File: src/rtl/iterative_right_shifter.sv
// Multi-cycle right shifter that moves one bit per clock, with logical or
// arithmetic fill, and a start/busy/done handshake.
module iterative_right_shifter #(
  parameter int WIDTH   = 32,
  parameter int SHAMT_W = 5
) (
  input  logic             clk,
  input  logic             rst_n,
  input  logic             start,
  input  logic             arith,
  input  logic [WIDTH-1:0] data_in,
  input  logic [WIDTH-1:0] shamt_in,
  output logic             busy,
  output logic             done,
  output logic [WIDTH-1:0] result
);

  typedef enum logic [1:0] {
    IDLE  = 2'd0,
    SHIFT = 2'd1,
    DONE  = 2'd2
  } state_t;

  state_t             state;
  state_t             state_next;
  logic [WIDTH-1:0]   result_q;
  logic [SHAMT_W-1:0] count;
  logic               arith_q;
  logic               load;
  logic               fill;
  logic [SHAMT_W-1:0] shamt;
  logic               unused_shamt_hi;

  // MIPS semantics: only the low bits of the shift amount matter.
  assign shamt           = shamt_in[SHAMT_W-1:0];
  assign unused_shamt_hi = ^shamt_in[WIDTH-1:SHAMT_W];
  assign fill            = arith_q & result_q[WIDTH-1];

  always_ff @(posedge clk or negedge rst_n) begin
    if (!rst_n) begin
      state <= IDLE;
    end else begin
      state <= state_next;
    end
  end

  // A request is accepted from IDLE or DONE; a zero count skips SHIFT entirely.
  always_comb begin
    state_next = state;
    load       = 1'b0;
    case (state)
      IDLE: begin
        if (start) begin
          load       = 1'b1;
          state_next = (shamt == '0) ? DONE : SHIFT;
        end
      end
      SHIFT: begin
        if (count == SHAMT_W'(1)) begin
          state_next = DONE;
        end
      end
      DONE: begin
        if (start) begin
          load       = 1'b1;
          state_next = (shamt == '0) ? DONE : SHIFT;
        end else begin
          state_next = IDLE;
        end
      end
      default: begin
        state_next = IDLE;
      end
    endcase
  end

  always_ff @(posedge clk or negedge rst_n) begin
    if (!rst_n) begin
      result_q <= '0;
      count    <= '0;
      arith_q  <= 1'b0;
    end else if (load) begin
      result_q <= data_in;
      count    <= shamt;
      arith_q  <= arith;
    end else if (state == SHIFT) begin
      result_q <= {fill, result_q[WIDTH-1:1]};
      count    <= count - SHAMT_W'(1);
    end
  end

  assign busy   = (state == SHIFT);
  assign done   = (state == DONE);
  assign result = result_q;

endmodule

File: config.mk
export PLATFORM = sky130hd
export DESIGN_NAME = iterative_right_shifter
export DESIGN_NICKNAME = d
export VERILOG_FILES = /design/src/rtl/iterative_right_shifter.sv
export SDC_FILE = /design/constraint.sdc
export NUM_CORES = 1
export LEC_CHECK = 0
export BUFFER_PORTS_ARGS = -buffer_cell sky130_fd_sc_hd__buf_2
export CAP_MARGIN = 10
export CORE_MARGIN = 2
export CORE_UTILIZATION = 35
export DETAILED_ROUTE_END_ITERATION = 8
export GPL_TIMING_DRIVEN = 1
export PLACE_DENSITY = 0.73
export SYNTH_ARGS = -nofsm -noshare
export SYNTH_HDL_FRONTEND = slang
export SYNTH_SLANG_ARGS = --single-unit
File: constraint.sdc
create_clock -name clk -period 3 [get_ports clk]
set_input_delay 0 -clock clk [delete_from_list [all_inputs] [get_ports clk]]
set_output_delay 0 -clock clk [all_outputs]
set_load 0.05 [all_outputs]
==> impl_metrics.ini, run 1 <==
[synthesis]
ys_top_cells_by_area = dfrtp_1, a22oi_1, nand3_1
synth_edf_count = 0
netlist_instances = 182
synth.distinct_cells = 27
synth-async-reset-ratio = 1.00
synthSimpleGateAreaFrac = 0.197
synth.avg_cell_area_um2 = 10.0
yosysSeqAreaShare = 0.550
synth-seq-cells = 40
yosys.area_share.xor_xnor = 0
syn_area_mm2 = 0.00182
synth_warnings = 0
synth_top_family_by_area = simple AND/OR/NAND/NOR gates
synth_top_area_frac = 0.550
syn_nets = 252
synthMuxAreaShare = 0.0172
yosysTopAreaCell = dfrtp_1
synth-compound-area-share = 0.178
synthAdderAreaFrac = 0.0137
synth_ff_type = dfrtp_1

[critical_path]
worst_path_largest_cell_delay_ns = 0.49
crit_family = buffers and inverters
crit_required_ns = 3.16
crit_fanout = 21
cp_slowest_cell = clkinv_1
path_buf_inv = 2
worstSetupStartpointType = register
cp.arrival_ns = 2.02
crit_path_cell_trace = nand2b_1 -> clkinv_1 -> buf_4 -> a22oi_1 -> nand2_1
crit_path_end_kind = register
critPathKind = register to register

[die]
die_x_um = 76.1
core_mm2 = 0.00507
row_count = 26
die_area_mm2 = 0.00579
initial_core_util = 0.359
die_h_um = 76.1
ios = 102

[placed_design]
dpl.hpwl_um = 2980
pre_cts_ws_ns = 1.14
gp_congestion = 0.726
numPortBuffers = 74

[timing]
setup_viol = 0
maxSlewHeadroom = 0.401
finalWorstSetupSlack_ns = 1.14
finClkSkew_ns = 0.00451
finalCritPeriodShare = 0.619
hold_viol = 0
final.setup.tns_ns = 0
tightest_slew_ns = 0.898
clock.fmax_mhz = 538
maxSlewViolCount = 0
rsz0062_at_grt = no
period_minus_slack_ns = 1.86

[drt]
wl_per_cell_um = 13.9
drt-initial-drc-count = 142
first_pass_iters = 5
vias = 1841
wl_met1_um = 2280
wl_met3_um = 216
vias_per_cell = 5.11
drt-total-wl_um = 5010
ant_nets = 0
met2_length_um = 2460
top_layer_used = met4
drc = 0

[power_and_ir_drop]
ir_drop_mv = 0.670
p_leak_nw = 1.36
power.density_mw_per_mm2 = 1220

[min_path]
hold_path_class = input port to register

[clocking]
numCtsBuffers = 5
path_clk_slew_ns = 0.07
cts_num_sinks = 40
htreeDepth = 2
cts_root_buf = clkbuf_8
cts_tree = built
cts_resized = 0
cts_setup_buffers = 0
clk_path_buf_depth = 2
worstSkewPairLatency_ns = 0.28

[finish]
syn_to_final_growth_pct = 48.7
fillers = 479
antenna_cells = 0
drive_gt1_frac = 0.300
layout.nets = 359

[grt]
grt_pass1_wl_um = 8590
gr-usage-all-layers = 0.181
grt_pass1_vias = 1820
grt_max_degree = 41
gr-total-overflow = 0
antenna_found_initial = 0

[run_status]
status = finished, final reports clean

[job]
drv_cap = 0
[synthesized netlist by cell type (all sizes together), types with 3 or more instances]
library cell  count
a221o             3
a22oi            30
buf              10
clkbuf            5
dfrtp            40
nand2            32
nand3            30
nor2              4
o21ai             3
[layer usage]
layer  vias up  global-route usage
met1       889               0.229
met3         6              0.0427
met4         0              0.0436
met2        70               0.313
met5         -                   0
li1        876                   -
[metrics by stage]
| step | cell area (um2) | hold slack, ns | total power, mW | cells | utilization |
|---|---|---|---|---|---|
| final | 2710 | 0.0311 | 3.29 | 360 | 0.534 |
| after global routing | 2710 | 0.0474 | 3.53 | 360 | 0.534 |
| after CTS | 2710 | 0.0205 | 3.32 | 360 | 0.534 |
| after detailed placement | 2250 | 0.178 | 2.90 | 315 | 0.443 |
| after global placement | 2250 | 0.174 | 2.87 | 315 | 0.443 |
| after floorplan | 1820 | -0.296 | 2.46 | 182 | - |
[layout by cell type, fill, tap and decap left out]
cell	n
o21ai_0	3
nor3b_1	1
buf_2	74
inv_1	2
buf_4	4
nand2b_1	2
mux2_2	1
dlygate4sd3_1	37
ha_1	2
or3b_1	1
clkbuf_1	2
a221o_2	1
mux2i_1	2
nor2b_1	1
a22o_1	1
nor4b_1	1
dfrtp_1	40
a221o_1	2
or4_1	1
nand2_1	32
or3_1	1
nor3_1	2
clkinv_1	1
a22oi_1	30
a32o_1	2
nor2b_4	1
clkbuf_8	6
a211o_1	2
nand3_1	30
o22ai_1	1
nor2_1	4
[state kept, by name, summed over array words and instances, names as in the netlist]
signal	count
arith_q	1
count	5
result	32
state	2
[where the power goes]
part	total (mW)	internal, mW	switching, mW	leakage, nW
Clock	0.365	0.188	0.177	0.0455
Combinational	1.91	0.552	1.36	0.822
Sequential	1.02	0.810	0.209	0.491
Total	3.29	1.55	1.74	1.36
[what timing repair did]
action	CTS	global route
endpoints found under the hold margin	76	0
hold buffers	37	0
setup endpoints to repair	0	0
[logic make-up (layout without fill, tap and decap cells)]
group / count (synthesis) / count (layout)
multiplexers: 3 / 3
AND/OR/NAND/NOR: 77 / 77
flip-flops: 40 / 40
AO/OA/AOI/OAI: 42 / 42
adder cells (fa/ha/maj): 2 / 2
buffers and inverters: 18 / 126
[worst min-delay path, cell delays in order]
cell and delay, ns:
buf_2 0.09, a32o_1 0.11, a211o_1 0.08
[final timing paths]
kind                            slack, ns    endpoint  cells after the start   startpoint
worst max-delay path                 1.14   result[7]                      5     state[0]
worst min-delay path                 0.03    count[4]                      3  shamt_in[4]
worst max register to register       1.14   result[7]                      5     state[0]
worst min register to register       0.51     arith_q                      1      arith_q
max in group asynchronous            2.06  result[16]                      2        rst_n
min in group asynchronous            0.38     arith_q                      2        rst_n
[final cells by class]
cell class	count	area (um2)	share of cell area
multi-input combinational	124	747	0.276
timing repair buffer	115	771	0.285
sequential	40	1000	0.370
clock buffer	8	90.1	0.0333
tap	70	87.6	0.0323
inverter	3	11.3	0.00416
Power figures use the tool's default switching activity.
==> inputs of run 2 (changes only) <==
Clock period 3 ns to 1.79 ns, I/O delays scaled along.
==> impl_metrics.ini, run 2 (synthesis gave the netlist of run 1 again) <==
[timing]
rsz0062_at_grt = no
finClkSkew_ns = 0.00276
maxSlewViolCount = 0
finalCritPeriodShare = 0.940
period_minus_slack_ns = 1.68
hold_viol = 0
finalWorstSetupSlack_ns = 0.107
maxSlewHeadroom = 0.410
setup_viol = 0
tightest_slew_ns = 0.885
clock.fmax_mhz = 594
final.setup.tns_ns = 0

[critical_path]
path_buf_inv = 1
crit_path_cell_trace = inv_1 -> ha_1 -> or3b_1 -> a32o_1 -> a211o_1
crit_family = compound AO/OA/AOI/OAI gates
critPathKind = register to register
worst_path_largest_cell_delay_ns = 0.43
startpoint = count[0]
r2r-start = count[0]
worstSetupStartpointType = register
cp_slowest_cell = dfrtp_1
reg2reg_slack_ns = 0.11
crit_required_ns = 1.95
rr_endpoint = count[4]
reg2reg_depth = 5
cp.arrival_ns = 1.85
crit_fanout = 5
crit_path_end_kind = register

[power_and_ir_drop]
seqPwrFrac = 0.312
p_int_mw = 2.56
swShare = 0.533
pwr-share-comb = 0.593
ir_drop_mv = 0.791
clockPowerShare = 0.095
switching_power_mw = 2.92
p_leak_nw = 1.36
power.density_mw_per_mm2 = 2030
p_total_mw = 5.48

[clocking]
cts_tree = built
path_clk_slew_ns = 0.07
worstSkewPairLatency_ns = 0.28
htreeDepth = 2
cts_setup_buffers = 0
numCtsBuffers = 5
cts_num_sinks = 40
clk_path_buf_depth = 2
cts_root_buf = clkbuf_8

[die]
ios = 102
die_x_um = 76.1
die_area_mm2 = 0.00579
die_h_um = 76.1
core_mm2 = 0.00507
row_count = 26
initial_core_util = 0.359

[min_path]
min_from = shamt_in[4]
hold_path_end = count[4]
hold_path_class = input port to register
whs_path_depth = 3

[grt]
grt_pass1_wl_um = 8450
gr-total-overflow = 0
gr-usage-all-layers = 0.179
grt_use_met3 = 0.0332
grt_max_degree = 41
met2_usage = 0.315
met1_usage = 0.227
grt_pass1_vias = 1818
top_usage_layer = met2
antenna_found_initial = 0

[drt]
drt-initial-drc-count = 102
drc = 0
vias_per_cell = 5.00
wl_per_cell_um = 14.1
ant_nets = 0
vias = 1794
first_pass_iters = 4
drt-total-wl_um = 5060

[finish]
fin_cells = 359
layout.nets = 361
syn_to_final_growth_pct = 48.4
final_common_cell = buf_2
antenna_cells = 0
largest_reg_flops = 32
drive_gt1_frac = 0.304
layout_common_cells = buf_2, dfrtp_1, dlygate4sd3_1
fillers = 480
fin_util = 0.532

[placed_design]
numPortBuffers = 74
dpl.hpwl_um = 2960
gp_congestion = 0.741
pre_cts_ws_ns = 0.147
dp_cells = 317

[job]
drv_cap = 0

[run_status]
status = finished, final reports clean
==> run 2: how the worst max path moves through the flow <==
stage            endpoint  slack [ns]  depth (start not counted)
2_1_floorplan    count[4]        0.25                          5
3_3_place_gp     count[4]        0.18                          5
3_5_place_dp     count[4]        0.15                          5
4_1_cts          count[4]        0.12                          5
5_1_grt        result[16]        0.03                          5
6_report         count[4]        0.11                          5
==> run 2: layout make-up <==
cell class	instances	area [um2]	area share
inverters	3	11.3	0.00417
multi-input cells	124	747	0.277
well taps	70	87.6	0.0324
flip-flops and latches	40	1000	0.371
clock buffers	5	68.8	0.0255
repair buffers	117	786	0.291
==> run 2: worst reg2reg max path, cell delays in order (launching register included) <==
cell and delay (ns):
dfrtp_1 0.43, inv_1 0.08, ha_1 0.19, or3b_1 0.38
a32o_1 0.26, a211o_1 0.23
==> run 2: through the flow <==
stage	cell area (um2)	hold slack, ns
2_1_floorplan	1820	-0.296
3_3_place_gp	2260	0.176
3_5_place_dp	2260	0.190
6_report	2700	0.0498
4_1_cts	2700	0.0437
5_1_grt	2700	0.0673
==> run 2: power by group through the flow <==
stage          Clock [mW]  Sequential, mW  Combinational (mW)
3_5_place_dp            0            1.70                3.20
6_report            0.521            1.71                3.25
5_1_grt             0.579            1.78                3.51
4_1_cts             0.556            1.70                3.26
3_3_place_gp            0            1.70                3.14
2_1_floorplan           0            2.88                1.24
==> run 2: per-layer routing <==
metal / vias up / wire, um
met5: - / 0
met4: 0 / 38
met3: 5 / 202
met2: 52 / 2480
met1: 863 / 2340
li1: 874 / -
==> run 2: repair_timing <==
| action | 4_1_cts | 5_1_grt |
|---|---|---|
| endpoints found under the hold margin | 76 | 0 |
| resized for setup | 0 | 0 |
| hold buffers | 37 | 0 |
==> inputs of run 3 (changes only) <==
Settings changed: REMOVE_ABC_BUFFERS from default to 1, SLEW_MARGIN from default to 20.
==> impl_metrics.ini, run 3 (synthesis gave the netlist of run 1 again) <==
[finish]
largest_reg_flops = 32
register_area_mm2 = 0.00100
fillers = 454
drive_gt1_frac = 0.328
fin_util = 0.549
antenna_cells = 0
final_common_cell = buf_2
multi_input_area_um2 = 749
syn_to_final_growth_pct = 53.1
layout.nets = 365
layout_common_cells = buf_2, dfrtp_1, dlygate4sd3_1

[die]
die_h_um = 76.1
die_area_mm2 = 0.00579
die_x_um = 76.1
ios = 102
core_mm2 = 0.00507
initial_core_util = 0.359
row_count = 26

[timing]
maxSlewViolCount = 0
hold_ws_ns = 0.0332
tightest_slew_ns = 0.450
setup_viol = 0
clock.fmax_mhz = 599
maxSlewHeadroom = 0.700
hold_viol = 0
finClkSkew_ns = 0.00883
period_minus_slack_ns = 1.67
rsz0062_at_grt = no
finalCritPeriodShare = 0.932

[critical_path]
r2r-start = count[0]
path_buf_inv = 1
crit_required_ns = 1.96
crit_fanout = 5
crit_family = compound AO/OA/AOI/OAI gates
reg2reg_depth = 5
crit_path_cell_trace = inv_1 -> ha_1 -> or3b_1 -> a32o_1 -> a211o_1
cp_slowest_cell = dfrtp_1
critPathKind = register to register
rr_endpoint = count[4]
worst_path_largest_cell_delay_ns = 0.43
crit_path_end_kind = register
reg2reg_slack_ns = 0.12
startpoint = count[0]
cp.arrival_ns = 1.84
worstSetupStartpointType = register

[power_and_ir_drop]
ir_drop_mv = 1.24
seqPwrFrac = 0.298
pwr-share-comb = 0.575
p_leak_nw = 1.40
switching_power_mw = 2.96
swShare = 0.517
power.density_mw_per_mm2 = 2060
p_int_mw = 2.77
clockPowerShare = 0.127

[clocking]
cts_root_buf = clkbuf_8
cts_num_sinks = 40
numCtsBuffers = 5
worstSkewPairLatency_ns = 0.29
htreeDepth = 2
path_clk_slew_ns = 0.08
cts_tree = built
clk_path_buf_depth = 2

[placed_design]
numPortBuffers = 74
gp_congestion = 0.756
dpl.hpwl_um = 3220

[drt]
vias = 1844
ant_nets = 0
drt-initial-drc-count = 58
first_pass_iters = 4
wl_per_cell_um = 13.6
vias_per_cell = 5.04
drc = 0
drt-total-wl_um = 4970

[min_path]
whs_path_depth = 3
hold_path_end = count[3]
min_from = shamt_in[3]
hold_path_class = input port to register

[job]
drv_cap = 0

[grt]
gr-total-overflow = 0
grt_max_degree = 22
grt_pass1_vias = 1818
gr-usage-all-layers = 0.180
grt_pass1_wl_um = 8530
antenna_found_initial = 0

[run_status]
status = finished, final reports clean
==> run 3: per-layer routing <==
layer / vias up / global-route usage / wire [um]
li1: 889 / - / -
met1: 879 / 0.216 / 2170
met2: 72 / 0.324 / 2530
met3: 4 / 0.0427 / 248
met4: 0 / 0.0455 / 25
met5: - / 0 / 0
==> run 3: per-stage QoR <==
stage | cells | area [um2] | total power [mW] | setup TNS, ns | setup slack [ns]
finish | 366 | 2790 | 5.73 | 0 | 0.121
global route | 366 | 2790 | 6.12 | 0 | 0.0692
CTS | 366 | 2780 | 5.73 | 0 | 0.0664
detailed placement | 321 | 2290 | 4.93 | 0 | 0.166
global placement | 321 | 2290 | 4.88 | 0 | 0.182
floorplan | 167 | 1750 | 4.03 | -41.90 | -1.37
==> run 3: worst max-delay path by stage <==
stage,to,cells past startpoint,slack (ns)
4_1_cts,busy,4,0.07
3_5_place_dp,count[4],5,0.17
6_report,count[4],5,0.12
5_1_grt,busy,4,0.07
3_3_place_gp,count[4],5,0.18
2_1_floorplan,count[3],4,-1.37
==> run 3: power groups by stage <==
stage          combinational [mW]  sequential (mW)  clock (mW)
4_1_cts                      3.28             1.70       0.754
3_5_place_dp                 3.22             1.71           0
6_report                     3.29             1.71       0.731
2_1_floorplan                1.16             2.87           0
5_1_grt                      3.55             1.77       0.802
3_3_place_gp                 3.18             1.70           0
==> run 3: area by class of cell <==
| cell class | instances | area share |
|---|---|---|
| clock buffer | 5 | 0.0247 |
| sequential | 40 | 0.359 |
| clock inverter | 3 | 0.0153 |
| timing repair buffer | 121 | 0.295 |
| tap | 70 | 0.0314 |
| multi-input combinational | 124 | 0.269 |
| inverter | 3 | 0.00539 |
==> run 3: what timing repair did <==
action / CTS / global route
hold buffers: 37 / 0
setup buffers: 0 / 0
gates resized for setup: 0 / 3
hold endpoints to repair: 55 / 0
endpoints found under the setup margin: 0 / 1
==> run 3: worst min-delay path, delay by kind of cell <==
kind,cells,cell delay (ns)
buffers and inverters,1,0.09
AO/OA/AOI/OAI,2,0.21
